## src/rtl/seg7_scan_driver.sv

```systemverilog
// Time-multiplexed common-anode 7-segment driver.
// Scans DIGITS hex nibbles from the leftmost digit (DIGITS-1) down to digit 0.
// Each digit slot is DIV clocks long. The first clock of every slot is a dark guard
// cycle that prevents ghosting between digits.
// Inputs are captured into shadow registers at frame start, so the picture never
// tears mid-frame.
// Handshake: none. Inputs are level-sampled. frame_tick is a single-cycle strobe
// with no back-pressure.
module seg7_scan_driver #(
  parameter int DIGITS       = 8,
  parameter int DIV          = 150000,
  parameter int BLINK_FRAMES = 64
) (
  input  logic                  clk,
  input  logic                  rst_n,
  input  logic                  enable,
  input  logic [4*DIGITS-1:0]   data,
  input  logic [DIGITS-1:0]     dp_mask,
  input  logic [DIGITS-1:0]     blink_mask,
  input  logic                  zero_blank,
  output logic [7:0]            seg,
  output logic [DIGITS-1:0]     an,
  output logic                  frame_tick
);

  localparam int CNT_W = $clog2(DIV);
  localparam int IDX_W = (DIGITS > 1) ? $clog2(DIGITS) : 1;
  localparam int FC_W  = (BLINK_FRAMES > 1) ? $clog2(BLINK_FRAMES) : 1;
  localparam logic [CNT_W-1:0] CNT_LAST  = CNT_W'(DIV - 1);
  localparam logic [IDX_W-1:0] IDX_FIRST = IDX_W'(DIGITS - 1);
  localparam logic [FC_W-1:0]  FC_LAST   = FC_W'(BLINK_FRAMES - 1);

  logic [CNT_W-1:0]    r_cnt;
  logic [IDX_W-1:0]    r_idx;
  logic [FC_W-1:0]     r_frame_cnt;
  logic                r_blink_phase;
  logic [4*DIGITS-1:0] r_sh_data;
  logic [DIGITS-1:0]   r_sh_dp;
  logic [DIGITS-1:0]   r_sh_blink;
  logic                r_sh_zb;

  logic [3:0]          w_nibble;
  logic                w_dp;
  logic                w_blink;
  logic                w_lz;
  logic                w_run;
  logic [DIGITS-1:0]   w_an_sel;
  logic                w_blank;
  logic                w_slot_end;
  logic                w_frame_end;
  logic                w_snap;

  // Segment pattern g..a, active low, for one hex nibble
  function automatic logic [6:0] hex7(input logic [3:0] n);
    case (n)
      4'h0: hex7 = 7'h40;
      4'h1: hex7 = 7'h79;
      4'h2: hex7 = 7'h24;
      4'h3: hex7 = 7'h30;
      4'h4: hex7 = 7'h19;
      4'h5: hex7 = 7'h12;
      4'h6: hex7 = 7'h02;
      4'h7: hex7 = 7'h78;
      4'h8: hex7 = 7'h00;
      4'h9: hex7 = 7'h18;
      4'hA: hex7 = 7'h08;
      4'hB: hex7 = 7'h03;
      4'hC: hex7 = 7'h46;
      4'hD: hex7 = 7'h21;
      4'hE: hex7 = 7'h06;
      default: hex7 = 7'h0E;
    endcase
  endfunction

  assign w_slot_end  = (r_cnt == CNT_LAST);
  assign w_frame_end = w_slot_end && (r_idx == '0);
  assign w_snap      = enable && (r_idx == IDX_FIRST) && (r_cnt == '0);

  // Select the current digit's shadow fields and evaluate leading-zero suppression.
  // w_run is true while every digit from the leftmost down to digit k is zero.
  always_comb begin
    w_nibble = 4'h0;
    w_dp     = 1'b0;
    w_blink  = 1'b0;
    w_lz     = 1'b0;
    w_run    = 1'b1;
    w_an_sel = '1;
    for (int k = DIGITS - 1; k >= 0; k--) begin
      w_run = w_run & (r_sh_data[4*k +: 4] == 4'h0);
      if (r_idx == IDX_W'(k)) begin
        w_nibble = r_sh_data[4*k +: 4];
        w_dp     = r_sh_dp[k];
        w_blink  = r_sh_blink[k];
        w_lz     = w_run;
      end
      w_an_sel[k] = (r_idx != IDX_W'(k));
    end
  end

  // Digit 0 is never zero-blanked so a zero value still shows one "0"
  assign w_blank = (r_sh_zb && w_lz && (r_idx != '0)) || (r_blink_phase && w_blink);

  // Prescaler and digit index; held at frame start while disabled
  always_ff @(posedge clk or negedge rst_n) begin
    if (!rst_n) begin
      r_cnt <= '0;
      r_idx <= IDX_FIRST;
    end else if (!enable) begin
      r_cnt <= '0;
      r_idx <= IDX_FIRST;
    end else if (w_slot_end) begin
      r_cnt <= '0;
      r_idx <= (r_idx == '0) ? IDX_FIRST : r_idx - IDX_W'(1);
    end else begin
      r_cnt <= r_cnt + CNT_W'(1);
    end
  end

  // Frame-start snapshot of everything the display shows
  always_ff @(posedge clk or negedge rst_n) begin
    if (!rst_n) begin
      r_sh_data  <= '0;
      r_sh_dp    <= '0;
      r_sh_blink <= '0;
      r_sh_zb    <= 1'b0;
    end else if (w_snap) begin
      r_sh_data  <= data;
      r_sh_dp    <= dp_mask;
      r_sh_blink <= blink_mask;
      r_sh_zb    <= zero_blank;
    end
  end

  // Blink phase toggles every BLINK_FRAMES completed frames
  always_ff @(posedge clk or negedge rst_n) begin
    if (!rst_n) begin
      r_frame_cnt   <= '0;
      r_blink_phase <= 1'b0;
    end else if (enable && w_frame_end) begin
      if (r_frame_cnt == FC_LAST) begin
        r_frame_cnt   <= '0;
        r_blink_phase <= ~r_blink_phase;
      end else begin
        r_frame_cnt   <= r_frame_cnt + FC_W'(1);
      end
    end
  end

  // Registered pin drive: dark on reset, disable, guard cycle or blanked digit
  always_ff @(posedge clk or negedge rst_n) begin
    if (!rst_n) begin
      seg        <= 8'hFF;
      an         <= '1;
      frame_tick <= 1'b0;
    end else if (!enable) begin
      seg        <= 8'hFF;
      an         <= '1;
      frame_tick <= 1'b0;
    end else begin
      frame_tick <= w_frame_end;
      if ((r_cnt == '0) || w_blank) begin
        seg <= 8'hFF;
        an  <= '1;
      end else begin
        seg <= {~w_dp, hex7(w_nibble)};
        an  <= w_an_sel;
      end
    end
  end

endmodule

```

## config.mk

```make
export PLATFORM = sky130hd
export DESIGN_NAME = seg7_scan_driver
export DESIGN_NICKNAME = d
export VERILOG_FILES = /design/src/rtl/seg7_scan_driver.sv
export SDC_FILE = /design/constraint.sdc
export NUM_CORES = 1
export LEC_CHECK = 0
export ABC_AREA = 0
export BUFFER_PORTS_ARGS = -buffer_cell sky130_fd_sc_hd__buf_2
export CAP_MARGIN = 20
export CELL_PAD_IN_SITES_DETAIL_PLACEMENT = 0
export CELL_PAD_IN_SITES_GLOBAL_PLACEMENT = 1
export CORE_MARGIN = 5
export CORE_UTILIZATION = 49
export CTS_BUF_LIST = sky130_fd_sc_hd__clkbuf_16
export DETAILED_ROUTE_END_ITERATION = 8
export PLACE_DENSITY = 0.82
export SLEW_MARGIN = 15
export SYNTH_ARGS = -nofsm -noshare
export SYNTH_HDL_FRONTEND = slang
export SYNTH_SLANG_ARGS = --single-unit
```

## constraint.sdc

```tcl
create_clock -name clk -period 7.4 [get_ports clk]
set_clock_uncertainty 0.05 [all_clocks]
set_input_delay 1.11 -clock clk [delete_from_list [all_inputs] [get_ports clk]]
set_output_delay 1.11 -clock clk [all_outputs]
set_load 0.005 [all_outputs]
```

Word level (Yosys, flattened, before mapping)
Memory sizes are Yosys's and may differ from the RTL's.
Index checks and enable logic that the tools add are counted.
{"block": "word_totals", "regBits": 94, "latch_bits": 0, "ramBits": 0, "romBits": 112, "out_inout_bits": 17, "elab_cells": 105, "mem_count": 1}
{"block": "op_classes", "n_addsub": 3, "n_mul": 0, "div_mod_pow": 0, "order_cmp": 0, "eq_ne": 17, "shift": 0, "n_mux": 43, "bitwise_logic": 9, "n_reduce_logical": 21}
{"name": "(name not given)", "words": 16, "width": 7, "rd": 1, "rd_ports_with_merged_regs": 0, "write_ports": 0, "line_no": "55", "text": "case (n)"}
{"cell": "18-bit 2-to-1 mux", "count": 2}
{"cell": "4-bit logical NOT", "count": 8}
{"cell": "4-bit 2-to-1 mux", "count": 8}
{"cell": "8-bit 2-to-1 mux", "count": 4}
{"cell": "1-bit 2-to-1 mux", "count": 25}
{"cell": "18-bit by 1-bit adder with 18-bit output (second input constant)", "count": 1}
{"cell": "18-bit == test (second input constant)", "count": 1}
{"cell": "18-bit logical NOT", "count": 1}
{"cell": "3-bit == test (second input constant)", "count": 4}
{"cell": "3-bit inequality test (second input constant)", "count": 4}
{"cell": "3-bit 2-to-1 mux", "count": 3}
{"cell": "1-bit bitwise AND", "count": 7}
{"cell": "1-bit logical AND", "count": 7}
{"cell": "6-bit by 1-bit adder with 6-bit output (second input constant)", "count": 1}
{"cell": "3-bit by 2-bit == test with 1-bit output (second input constant)", "count": 2}
{"cell": "6-bit == test (second input constant)", "count": 1}
{"cell": "6-bit 2-to-1 mux", "count": 1}
{"cell": "3-bit by 2-bit inequality test with 1-bit output (second input constant)", "count": 2}
{"cell": "3-bit by 1-bit == test with 1-bit output (second input constant)", "count": 1}
{"cell": "3-bit logical NOT", "count": 1}
{"cell": "3-bit by 1-bit inequality test with 1-bit output (second input constant)", "count": 1}
{"cell": "3-bit nonzero test", "count": 1}
{"cell": "3-bit by 1-bit subtractor with 3-bit output (second input constant)", "count": 1}
{"cell": "1-bit logical OR", "count": 2}
{"cell": "3 further kinds", "count": 4}

Depth between registers and ports, before layout
{"block": "logic_depth", "word_depth": 15, "ltp_mapped": 11, "mapped_depth_nobuf": 8}

Least setup slack after synthesis
OpenSTA, ideal clock, no wires.
{"block": "synth_path", "path_kind": "input to register", "start": "in enable", "end": "reg r_blink_phase", "setup_time_ns": 0.079, "t_arrival_ns": 2.298, "required_ns": 7.271, "path_slack_ns": 4.973, "stages": 6, "path_buffers": 1, "cell_sequence": "clkbuf_1 > nand3_1 > nor4_4 > nand4_1 > nor2_1 > xor2_1"}
{"block": "synth_via", "elab_chain_len": 2}
{"element": "start: declaration", "line_no": "16", "text": "input logic enable,"}
{"element": "1-bit logical AND", "line_no": "139", "text": "end else if (enable && w_frame_end) begin"}
{"element": "2-bit AND reduction (no line)"}
{"element": "end signal: assignment", "line_no": "142", "text": "r_blink_phase <= ~r_blink_phase;"}
{"element": "end: declaration", "line_no": "36", "text": "logic r_blink_phase;"}
No other way between the ends.
A chain may end at the register's enable or synchronous reset.

Worst setup path after layout
{"block": "layout_path", "start": "reg r_idx[1]", "end": "reg seg[2]"}
{"block": "layout_via", "elab_chain_len": 15, "word_cells_on_any_way": 41}
{"element": "start: declaration", "line_no": "34", "text": "logic [IDX_W-1:0] r_idx;"}
{"element": "start signal: assignment", "line_no": "113", "text": "r_idx <= (r_idx == '0) ? IDX_FIRST : r_idx - IDX_W'(1);"}
{"element": "parallel branches: the longest is 13 deep, another holds memory 16 x 7 bit"}
{"element": "8-bit 2-to-1 mux *", "line_no": "161", "text": "if ((r_cnt == '0) || w_blank) begin"}
{"element": "8-bit 2-to-1 mux *", "line_no": "155", "text": "end else if (!enable) begin"}
{"element": "end signal: assignment", "line_no": "165", "text": "seg <= {~w_dp, hex7(w_nibble)};"}
{"element": "end: declaration", "line_no": "21", "text": "output logic [7:0] seg,"}
Mark *: on every way between the ends.

==> flow_summary.ini <==
[run_status]
outcome = finished, final reports clean

[final_layout]
drive_gt1_frac = 0.249
nets = 553
area_growth_pct = 14.8
final_area_sq_um = 5510
antenna_cells = 0
fin_util = 0.569
final_cells = 631

[floorplan]
io_pins = 69
initial_utilization = 0.496
rows = 36
fp.dieH_um = 109
fp.dieW_um = 109
dieArea_sq_um = 11900
coreArea_sq_um = 9680

[timing]
rsz0062_at_grt = false
timing_hold_violations_final = 0
tightestPinTransition_ns = 1.10
fin_crit_ns = 3.54
setup_viol = 0
drv_slew = 0
setup_ws_ns = 3.86
fmax_mhz = 282
fin_crit_sh = 0.479
fin_tns_setup_ns = 0
max_slew_margin = 0.268
worst_hold_slack_ns = 0.436

[placed_design]
placed_cells_incl_taps = 613
detailed_place.area_sq_um = 5170
io_buffer_count = 68
gp_congestion = 0.797
hpwlAfterDp_mm = 7.49
post-place-ws_ns = 3.91

[detailed_routing]
met2WireLength_mm = 4.83
wl_mm = 10.4
via_count = 3591
dr.pass1.iters = 5
drc_errors = 0
wl_met1_mm = 4.89
ant_nets = 0
viasPerCell = 5.69
avgRoutedWirePerCell_um = 16.5
wl_met3_um = 509
drt_iter0_markers = 172
top_layer = met4

[setup_path]
crit_type = reg2reg
path_max_fanout = 27
r2r_cells = 7
r2r-start = r_idx[1]$_DFFE_PN1P_
r2r_slack_ns = 3.86
end_kind = flop
r2r-end = seg[2]$_DFF_PN1_
worstSetupStartpointType = flop
critPathRequiredTime_ns = 7.57
worstPathArrival_ns = 3.71

[yosys]
yosysSeqAreaShare = 0.495
ys_top_cells_by_count = dfrtp_1 (75), mux2_1 (45), nor2_1 (35)
synthTopCellsByArea = dfrtp_1 (39%), mux2_1 (11%), dfstp_2 (10%)
synth_top_area_cell = dfrtp_1
ys.flop_type = dfrtp_1
synth_cell_types = 59
syn-num-nets = 497
synth.ff_latch_count = 94
synth.top_cell.area_share = 0.391
ys_warn_count = 0
synth_edf_count = 0
ys_async_sr_fraction = 1.00
syn_area_sq_um = 4800
postSynthAreaPerCell_sq_um = 11.0
syn_inst = 437
synth_most_common_cell = dfrtp_1

[cts]
cts-root-buf = clkbuf_16
htree_num_levels = 3
cts_tree = yes
path_clk_slew_ns = 0.07
worstSkewPairLatency_ns = 0.35
cts.path.max_buffers = 2
postCtsSetupBuffers = 0
cts_made_buffers = 9
cts_resized = 0
ctsHoldBuffers = 0
cts.sinks = 94

[power_and_ir_drop]
total_power_mw = 1.35
total_leakage_power_nw = 2.34
powerDensity_nw_per_um2 = 244
ir_drop_uv = 101

[global_routing]
grt_max_degree = 53
grt-ovfl-total = 0
grt_pass1_vias = 3434
grt_pass1_wl_mm = 17.3
antenna_found_initial = 0
track_usage = 0.187

[min_path]
hp-class = reg2reg
min_from = r_sh_dp[0]$_DFFE_PN0P_
holdPathStages = 1
hold-path-endpoint = r_sh_dp[0]$_DFFE_PN0P_

[run]
cap_violations = 0
-- cell type report --
cell class              instances  area (sq um)
clock buffers                   9           225
multi-input cells             303          2220
clock inverters                 7          91.3
repair buffers                 72           380
flip-flops and latches         94          2380
fillers                       845          4170
well taps                     133           166
inverters                      13          48.8
-- routing by layer --
layer / vias to the layer above / track usage
li1: 1689 / -
met1: 1787 / 0.264
met2: 104 / 0.287
met3: 11 / 0.0343
met4: 0 / 0.0730
met5: - / 0
-- worst max-delay path, stage by stage (launching register included) --
cell      delay, ns
dfstp_2        0.54
ha_1           0.70
nor2b_1        0.22
a221o_1        0.38
a221oi_1       0.29
o311ai_2       0.20
nor3_2         0.81
o311ai_1       0.22
-- flip-flops by register name, indices dropped and copies added, names as in the netlist --
| name | count |
|---|---|
| r_sh_dp | 8 |
| r_cnt | 18 |
| frame_tick | 1 |
| an | 8 |
| r_sh_data | 32 |
| r_idx | 3 |
| seg | 8 |
| r_sh_blink | 8 |
| r_blink_phase | 1 |
| r_frame_cnt | 6 |
| r_sh_zb | 1 |
-- cell usage in the layout (no fill, tap or decap), drive strengths merged, types with 3 or more instances in the layout --
cell type / synthesis / routed
nor2: 36 / 36
nand4: 13 / 13
a211oi: 5 / 5
dfstp: 19 / 19
and3: 8 / 8
o211ai: 9 / 9
nor4: 6 / 6
nor3b: 4 / 4
buf: 16 / 72
a221o: 3 / 3
a22oi: 5 / 5
o21ai: 18 / 18
clkbuf: 11 / 9
nand3: 22 / 22
dfrtp: 75 / 75
nand2b: 3 / 3
nand3b: 7 / 7
mux2: 45 / 45
clkinvlp: 0 / 3
nor3: 4 / 4
xor2: 11 / 11
a21oi: 11 / 11
and2: 3 / 3
nand2: 29 / 29
xnor2: 9 / 9
nor2b: 7 / 7
inv: 12 / 13
a221oi: 4 / 4
or3: 3 / 3
or4: 7 / 7
a211o: 3 / 3
ha: 8 / 8
-- power by group --
| group | internal, mW | total (mW) | switching [mW] |
|---|---|---|---|
| registers | 0.593 | 0.645 | 0.0516 |
| logic | 0.100 | 0.212 | 0.112 |
| clock network | 0.294 | 0.490 | 0.196 |
| total | 0.988 | 1.35 | 0.360 |
-- kinds of logic (layout without fill, tap and decap cells) --
family	count (synthesis)	after routing	share of synthesized area
XOR/XNOR	20	20	0.0365
AO/OA/AOI/OAI	72	72	0.108
AND/OR/NAND/NOR	156	156	0.185
buffers and inverters	40	101	0.0420
multiplexers	46	46	0.110
flip-flops	94	94	0.495
adder cells (fa/ha/maj)	9	9	0.0229
-- worst max path at each step --
stage | from | to | slack, ns
floorplan | enable | r_blink_phase$_DFFE_PN0P_ | 4.97
global placement | r_idx[1]$_DFFE_PN1P_ | seg[2]$_DFF_PN1_ | 3.99
detailed placement | r_idx[1]$_DFFE_PN1P_ | seg[2]$_DFF_PN1_ | 3.91
CTS | r_idx[1]$_DFFE_PN1P_ | seg[2]$_DFF_PN1_ | 3.90
global route | r_idx[0]$_DFFE_PN1P_ | seg[2]$_DFF_PN1_ | 3.61
finish | r_idx[1]$_DFFE_PN1P_ | seg[2]$_DFF_PN1_ | 3.86
Power figures use the tool's default switching activity.
